File: config.mk
export PLATFORM = sky130hd
export DESIGN_NAME = dir_requester_flat
export DESIGN_NICKNAME = d
export VERILOG_FILES = /design/src/rtl/dir_requester_if.sv /design/src/rtl/dir_requester.sv /design/src/flat_wrapper.sv
export SDC_FILE = /design/constraint.sdc
export NUM_CORES = 1
export LEC_CHECK = 0
export ABC_CLOCK_PERIOD_IN_PS = 3900
export CAP_MARGIN = 20
export CORE_ASPECT_RATIO = 0.9
export CORE_UTILIZATION = 60
export CTS_BUF_LIST = sky130_fd_sc_hd__clkbuf_16
export CTS_CLUSTER_DIAMETER = 50
export DETAILED_ROUTE_END_ITERATION = 8
export DONT_BUFFER_PORTS = 1
export GPL_ROUTABILITY_DRIVEN = 0
export PLACE_DENSITY_LB_ADDON = 0.1
export SLEW_MARGIN = 20
export SYNTH_ARGS = -nofsm -noshare
export SYNTH_HDL_FRONTEND = slang
export SYNTH_SLANG_ARGS = --single-unit
File: constraint.sdc
create_clock -name clk -period 3.9 [get_ports clk]
set_clock_uncertainty 0.2 [all_clocks]
set_input_delay 0.78 -clock clk [delete_from_list [all_inputs] [get_ports clk]]
set_output_delay 0.78 -clock clk [all_outputs]
set_load 0.01 [all_outputs]
File: src/rtl/dir_requester_if.sv
// dir_requester_if: home-agent op, directory lookup/update and response signals of dir_requester
// master: the requester (drives op_ready, lookup_*/update_* requests, resp_*)
// slave: home agent plus directory (drives op_*, lookup results, update_done, resp_ready)
`ifndef WADDR
`define WADDR 16
`endif
`ifndef NUM_L1_CACHES
`define NUM_L1_CACHES 4
`endif
interface dir_requester_if #(
  parameter int SRC_W = 2
);
  logic                      op_valid;
  logic                      op_ready;
  logic [1:0]                op_type;
  logic [`WADDR-1:0]         op_addr;
  logic [SRC_W-1:0]          op_src;
  logic                      lookup_req;
  logic [`WADDR-1:0]         lookup_addr;
  logic                      lookup_valid;
  logic [2:0]                lookup_state;
  logic [`NUM_L1_CACHES-1:0] lookup_presence;
  logic [`NUM_L1_CACHES-1:0] lookup_tip_state;
  logic                      update_req;
  logic [`WADDR-1:0]         update_addr;
  logic [2:0]                update_state;
  logic [`NUM_L1_CACHES-1:0] update_presence;
  logic [`NUM_L1_CACHES-1:0] update_tip_state;
  logic                      update_done;
  logic                      resp_valid;
  logic                      resp_ready;
  logic [`NUM_L1_CACHES-1:0] resp_probe_mask;
  logic [2:0]                resp_prev_state;
  logic [2:0]                resp_new_state;
  logic                      resp_error;
  modport master (
    input  op_valid, op_type, op_addr, op_src, lookup_valid, lookup_state, lookup_presence,
           lookup_tip_state, update_done, resp_ready,
    output op_ready, lookup_req, lookup_addr, update_req, update_addr, update_state,
           update_presence, update_tip_state, resp_valid, resp_probe_mask, resp_prev_state,
           resp_new_state, resp_error
  );
  modport slave (
    output op_valid, op_type, op_addr, op_src, lookup_valid, lookup_state, lookup_presence,
           lookup_tip_state, update_done, resp_ready,
    input  op_ready, lookup_req, lookup_addr, update_req, update_addr, update_state,
           update_presence, update_tip_state, resp_valid, resp_probe_mask, resp_prev_state,
           resp_new_state, resp_error
  );
endinterface

File: src/rtl/dir_requester.sv
// dir_requester: one-op-at-a-time directory lookup/calc/update initiator for the home agent
// clk, rst_n: clock and asynchronous active-low reset
// dir (dir_requester_if.master): op in, lookup/update handshake to the directory, response out
`ifndef WADDR
`define WADDR 16
`endif
`ifndef NUM_L1_CACHES
`define NUM_L1_CACHES 4
`endif
`ifndef DIR_STATE_INVALID
`define DIR_STATE_INVALID 3'd0
`endif
`ifndef DIR_STATE_SHARED
`define DIR_STATE_SHARED 3'd1
`endif
`ifndef DIR_STATE_EXCLUSIVE
`define DIR_STATE_EXCLUSIVE 3'd2
`endif
module dir_requester #(
  parameter int SRC_W   = 2,
  parameter int TIMEOUT = 16
) (
  input logic             clk,
  input logic             rst_n,
  dir_requester_if.master dir
);
  localparam int N  = `NUM_L1_CACHES;
  localparam int CW = $clog2(TIMEOUT) + 1;
  typedef enum logic [2:0] {IDLE, LREQ, LWAIT, CALC, UREQ, UWAIT, RESP} state_t;
  state_t            r_state, w_next;
  logic [CW-1:0]     r_cnt;
  logic [1:0]        r_type;
  logic [SRC_W-1:0]  r_src;
  logic [`WADDR-1:0] r_addr;
  logic [N-1:0]      r_p, r_t, r_probe, r_up, r_ut;
  logic [2:0]        r_prev, r_us;
  logic              r_op_ready, r_lreq, r_ureq, r_rv, r_err;
  logic              w_accept, w_illegal, w_to;
  logic [N-1:0]      w_s, w_rel_p, w_rel_t, w_probe, w_np, w_nt;
  logic [2:0]        w_ns;
  assign w_accept  = r_op_ready && dir.op_valid;
  assign w_illegal = dir.op_type == 2'd3 || 32'(dir.op_src) >= N;
  assign w_to      = r_cnt == CW'(TIMEOUT - 1);
  assign w_s       = N'(1) << r_src;
  assign w_rel_p   = r_p & ~w_s;
  assign w_rel_t   = r_t & ~w_s;
  assign w_probe   = r_type == 2'd0 ? r_t & ~w_s : r_type == 2'd1 ? r_p & ~w_s : '0;
  assign w_np      = r_type == 2'd0 ? r_p | w_s : r_type == 2'd1 ? w_s : w_rel_p;
  assign w_nt      = r_type == 2'd0 ? '0 : r_type == 2'd1 ? w_s : w_rel_t;
  assign w_ns      = r_type == 2'd0 ? `DIR_STATE_SHARED :
                     r_type == 2'd1 ? `DIR_STATE_EXCLUSIVE :
                     ~|w_rel_p ? `DIR_STATE_INVALID :
                     |w_rel_t ? `DIR_STATE_EXCLUSIVE : `DIR_STATE_SHARED;
  always_comb begin
    w_next = r_state;
    case (r_state)
      IDLE:    if (w_accept) w_next = w_illegal ? RESP : LREQ;
      LREQ:    w_next = LWAIT;
      LWAIT:   w_next = dir.lookup_valid ? CALC : w_to ? RESP : LWAIT;
      CALC:    w_next = UREQ;
      UREQ:    w_next = UWAIT;
      UWAIT:   if (dir.update_done || w_to) w_next = RESP;
      RESP:    if (dir.resp_ready) w_next = IDLE;
      default: w_next = IDLE;
    endcase
  end
  // Outputs are decoded from the next state so they are registered yet aligned with the state.
  always_ff @(posedge clk or negedge rst_n) begin
    if (!rst_n) begin
      r_state    <= IDLE;
      r_cnt      <= '0;
      r_type     <= '0;
      r_src      <= '0;
      r_addr     <= '0;
      r_p        <= '0;
      r_t        <= '0;
      r_probe    <= '0;
      r_up       <= '0;
      r_ut       <= '0;
      r_prev     <= '0;
      r_us       <= '0;
      r_op_ready <= 1'b1;
      r_lreq     <= 1'b0;
      r_ureq     <= 1'b0;
      r_rv       <= 1'b0;
      r_err      <= 1'b0;
    end else begin
      r_state    <= w_next;
      r_op_ready <= w_next == IDLE;
      r_lreq     <= w_next == LREQ;
      r_ureq     <= w_next == UREQ;
      r_rv       <= w_next == RESP;
      r_cnt      <= (r_state == LWAIT || r_state == UWAIT) ? r_cnt + 1'b1 : '0;
      if (w_accept) begin
        r_type  <= dir.op_type;
        r_src   <= dir.op_src;
        r_addr  <= dir.op_addr;
        r_err   <= w_illegal;
        r_probe <= '0;
        r_prev  <= '0;
        r_us    <= '0;
      end
      if (r_state == LWAIT && dir.lookup_valid) begin
        r_prev <= dir.lookup_state;
        r_p    <= dir.lookup_presence;
        r_t    <= dir.lookup_tip_state;
      end
      if (r_state == CALC) begin
        r_probe <= w_probe;
        r_up    <= w_np;
        r_ut    <= w_nt;
        r_us    <= w_ns;
      end
      // update_done wins over a timeout landing in the same cycle
      if ((r_state == LWAIT && w_next == RESP) || (r_state == UWAIT && w_to && !dir.update_done))
        r_err <= 1'b1;
    end
  end
  assign dir.op_ready         = r_op_ready;
  assign dir.lookup_req       = r_lreq;
  assign dir.lookup_addr      = r_addr;
  assign dir.update_req       = r_ureq;
  assign dir.update_addr      = r_addr;
  assign dir.update_state     = r_us;
  assign dir.update_presence  = r_up;
  assign dir.update_tip_state = r_ut;
  assign dir.resp_valid       = r_rv;
  assign dir.resp_probe_mask  = r_probe;
  assign dir.resp_prev_state  = r_prev;
  assign dir.resp_new_state   = r_us;
  assign dir.resp_error       = r_err;
endmodule

File: src/flat_wrapper.sv
// flat-port wrapper written by rule: the top's interface ports become plain ports
module dir_requester_flat 
#(
  parameter int SRC_W   = 2,
  parameter int TIMEOUT = 16
)
  (clk, rst_n, dir_op_valid, dir_op_type, dir_op_addr, dir_op_src, dir_lookup_valid, dir_lookup_state, dir_lookup_presence, dir_lookup_tip_state, dir_update_done, dir_resp_ready, dir_op_ready, dir_lookup_req, dir_lookup_addr, dir_update_req, dir_update_addr, dir_update_state, dir_update_presence, dir_update_tip_state, dir_resp_valid, dir_resp_probe_mask, dir_resp_prev_state, dir_resp_new_state, dir_resp_error);
  dir_requester_if #(.SRC_W(SRC_W)) dir_i ();
  input logic clk;
  input logic rst_n;
  input wire logic [$bits(dir_i.op_valid)-1:0] dir_op_valid;
  input wire logic [$bits(dir_i.op_type)-1:0] dir_op_type;
  input wire logic [$bits(dir_i.op_addr)-1:0] dir_op_addr;
  input wire logic [$bits(dir_i.op_src)-1:0] dir_op_src;
  input wire logic [$bits(dir_i.lookup_valid)-1:0] dir_lookup_valid;
  input wire logic [$bits(dir_i.lookup_state)-1:0] dir_lookup_state;
  input wire logic [$bits(dir_i.lookup_presence)-1:0] dir_lookup_presence;
  input wire logic [$bits(dir_i.lookup_tip_state)-1:0] dir_lookup_tip_state;
  input wire logic [$bits(dir_i.update_done)-1:0] dir_update_done;
  input wire logic [$bits(dir_i.resp_ready)-1:0] dir_resp_ready;
  output wire logic [$bits(dir_i.op_ready)-1:0] dir_op_ready;
  output wire logic [$bits(dir_i.lookup_req)-1:0] dir_lookup_req;
  output wire logic [$bits(dir_i.lookup_addr)-1:0] dir_lookup_addr;
  output wire logic [$bits(dir_i.update_req)-1:0] dir_update_req;
  output wire logic [$bits(dir_i.update_addr)-1:0] dir_update_addr;
  output wire logic [$bits(dir_i.update_state)-1:0] dir_update_state;
  output wire logic [$bits(dir_i.update_presence)-1:0] dir_update_presence;
  output wire logic [$bits(dir_i.update_tip_state)-1:0] dir_update_tip_state;
  output wire logic [$bits(dir_i.resp_valid)-1:0] dir_resp_valid;
  output wire logic [$bits(dir_i.resp_probe_mask)-1:0] dir_resp_probe_mask;
  output wire logic [$bits(dir_i.resp_prev_state)-1:0] dir_resp_prev_state;
  output wire logic [$bits(dir_i.resp_new_state)-1:0] dir_resp_new_state;
  output wire logic [$bits(dir_i.resp_error)-1:0] dir_resp_error;
  assign dir_i.op_valid = dir_op_valid;
  assign dir_i.op_type = dir_op_type;
  assign dir_i.op_addr = dir_op_addr;
  assign dir_i.op_src = dir_op_src;
  assign dir_i.lookup_valid = dir_lookup_valid;
  assign dir_i.lookup_state = dir_lookup_state;
  assign dir_i.lookup_presence = dir_lookup_presence;
  assign dir_i.lookup_tip_state = dir_lookup_tip_state;
  assign dir_i.update_done = dir_update_done;
  assign dir_i.resp_ready = dir_resp_ready;
  assign dir_op_ready = dir_i.op_ready;
  assign dir_lookup_req = dir_i.lookup_req;
  assign dir_lookup_addr = dir_i.lookup_addr;
  assign dir_update_req = dir_i.update_req;
  assign dir_update_addr = dir_i.update_addr;
  assign dir_update_state = dir_i.update_state;
  assign dir_update_presence = dir_i.update_presence;
  assign dir_update_tip_state = dir_i.update_tip_state;
  assign dir_resp_valid = dir_i.resp_valid;
  assign dir_resp_probe_mask = dir_i.resp_probe_mask;
  assign dir_resp_prev_state = dir_i.resp_prev_state;
  assign dir_resp_new_state = dir_i.resp_new_state;
  assign dir_resp_error = dir_i.resp_error;
  dir_requester #(.SRC_W(SRC_W), .TIMEOUT(TIMEOUT)) u_core (.clk(clk), .rst_n(rst_n), .dir(dir_i));
endmodule
==> summary.txt <==
Run status
  • Outcome: finished clean

Timing
  • Relative slew slack: 34.2%
  • Setup TNS: 0 ps
  • Fin crit share: 58.6%
  • Pins Over Slew Limit: 0
  • Final Critical Period: 2280 ps
  • Unrepaired setup endpoints after global routing: false
  • Worst Max-Slew Pin Slew: 983 ps
  • Final hold vios: 0
  • Max frequency: 438 MHz
  • # setup viols final: 0
  • Final WS setup: 1620 ps
  • Min Hold Slack: 96.4 ps

Drt
  • Vias: 1699
  • Met3 wire len: 453 um
  • DR top layer: met4
  • Drt wl/cell: 17.4 um
  • Met1 wire length: 2090 um
  • Via density: 5.94
  • Met2 routed WL: 2350 um
  • Total routed wirelength: 4980 um
  • Detail Route Antenna Nets: 0
  • Drt first pass iters: 4
  • Initial DRC Count: 81
  • Post-route DRC: 0

Layout
  • Layout cell share with drive strength beyond 1: 24.8%
  • Ant diodes: 0
  • # fillers: 337
  • Net count, final: 260
  • Commonest non-fill, non-tap cell in the layout: dfrtp_1
  • Multi-input logic area: 1040 um2
  • Most frequent cells in the layout: dfrtp_1, mux2_2, nand2_1, nor2_1, o21ai_0
  • Register Area: 1450 um2
  • Area grow syn2layout: 5.52%

Yosys
  • Netlist cell types: 49
  • Yosys warning count: 0
  • Sequential area share after synthesis: 53.0%
  • Syn Area/Cell: 11.3 um2
  • Area of the mapped netlist: 2740 um2
  • Primary FF master, synth: dfrtp_1
  • Synthesis-stage register bit count: 58
  • Post-Synthesis Cells: 242
  • Post-synth EDFFs: 0
  • Asr flop ratio synth: 100%

Critical path
  • CP endpoint kind: register
  • R2R cell count: 3
  • CP Data Required Time: 3940 ps
  • Setup crit start: u_core.r_state[2]
  • Reg-to-reg slack, setup: 1620 ps
  • WP data arrival: 2330 ps
  • R2r endpoint: u_core.dir.resp_new_state[1]
  • Crit path to: u_core.dir.resp_new_state[1]
  • CP Launch Type: register
  • Max FO, Critical Path: 31
  • Crit Path Category: register to register
  • FF-to-FF Start: u_core.r_state[2]

Floorplanning
  • Die W: 73.2 um
  • I/O pin count: 95
  • Initial Util: 64.6%
  • Die area: 4840 um2
  • Die Y: 66.1 um
  • Core Region: 4240 um2
  • FP Rows: 22

Placed design
  • Post-Place Setup Slack: 1540 ps
  • PortBufs: 0
  • DPL Wire Length: 3470 um

Clocking
  • Clock Path Buffers: 2
  • Clock Latency Late Sink: 320 ps
  • H-tree depth: 3
  • CTS buffer count: 9
  • Postcts setup bufs: 0
  • CTS tree: done
  • # clock sinks: 58
  • Clock Tree Root: clkbuf_16
  • Clock transition at path regs: 50 ps

Global routing
  • Largest net degree at the start of global routing: 58
  • Total GRT Usage: 22.8%
  • Vias in the first global route: 1673
  • First-pass GRT wire length: 7940 um
  • Initial antenna violation count: 0
  • Gr ovfl total: 0

Hold path
  • Hold WC Path Type: input pin to async pin

Pwr
  • Static Leak: 0.00126 uW
  • Total power: 2660 uW
  • VDD IR max: 611 uV
  • Pwr Density: 920 nW/um2

Run
  • Max-capacitance violation count: 0
==> repair_timing <==
item,CTS,global route
hold endpoints to repair,57,0
resized for setup,0,0
hold buffers,1,0
==> flip-flops by register name, summed over array words and instances, names as in the netlist, 2 cells and up <==
register	flops
u_core.dir.lookup_addr	16
u_core.dir.resp_new_state	2
u_core.dir.resp_prev_state	3
u_core.dir.resp_probe_mask	4
u_core.dir.update_presence	4
u_core.dir.update_tip_state	4
u_core.r_cnt	5
u_core.r_p	4
u_core.r_src	2
u_core.r_state	3
u_core.r_t	4
u_core.r_type	2
==> worst min-delay path by stage <==
stage / start / to / slack, ps
2_1_floorplan: u_core.r_cnt[0] / u_core.r_cnt[0] / 230
3_3_place_gp: u_core.r_cnt[0] / u_core.r_cnt[0] / 250
3_5_place_dp: u_core.r_cnt[0] / u_core.r_cnt[0] / 270
4_1_cts: rst_n / u_core.dir.op_ready / 90
5_1_grt: rst_n / u_core.dir.op_ready / 80
6_report: rst_n / u_core.dir.op_ready / 100
==> where the power goes <==
| part | total (uW) | internal, uW | switching [uW] |
|---|---|---|---|
| Sequential | 1300 | 862 | 437 |
| Clock | 691 | 425 | 266 |
| Combinational | 671 | 346 | 325 |
==> final cells by class <==
type,count,area share [%]
Timing Repair Buffer,2,1.21
Clock inverter,7,1.60
Clock buffer,9,7.79
Sequential cell,58,50.2
Inverter,5,0.649
Tap cell,60,2.60
Multi-Input combinational cell,145,35.9
==> per-stage QoR <==
step,cells,instance area [um2],utilization [%]
finish,286,2890,68.2
global route,286,2890,68.2
CTS,286,2890,68.2
detailed placement,269,2590,61.2
global placement,269,2590,61.2
floorplan,243,2740,-
==> metal layers <==
metal	vias to the layer above	track usage, %
met5	-	0
met4	0	9.07
met3	8	11.6
met2	84	34.7
met1	818	27.4
li1	789	-
==> kinds of logic after synthesis <==
| group | count (synthesis) | synth area share (%) |
|---|---|---|
| DFF | 58 | 53.0 |
| buffers and inverters | 40 | 9.22 |
| xor gates and xnor gates | 2 | 0.639 |
| and+or+nand+nor | 66 | 12.5 |
| muxes | 34 | 13.7 |
| other | 1 | 0.137 |
| adders and majority gates | 2 | 0.913 |
| AOI/OAI and AO/OA | 39 | 9.82 |
==> synthesized netlist by cell type, types with 2 or more instances <==
library cell / count / area [um2]
nand2_1: 19 / 71.3
ha_1: 2 / 25.0
buf_6: 2 / 22.5
nor2_1: 18 / 67.6
nor2b_1: 2 / 12.5
nand3b_1: 2 / 15.0
o21ai_0: 15 / 75.1
inv_1: 5 / 18.8
nand2b_1: 2 / 12.5
or3_1: 2 / 12.5
mux2i_1: 5 / 50.1
nor4b_1: 2 / 17.5
buf_2: 4 / 20.0
mux2_2: 29 / 327
o41ai_1: 3 / 26.3
nand3_1: 4 / 20.0
dfrtp_1: 57 / 1430
a31oi_1: 9 / 56.3
clkbuf_1: 7 / 26.3
buf_4: 22 / 165
nand4_1: 3 / 18.8
==> critical path: stages, from the launching register on <==
cell,delay (ps)
dfrtp_1,470
nand3b_1,780
or3_1,610
o21ai_1,130
Power figures use the tool's default switching activity.
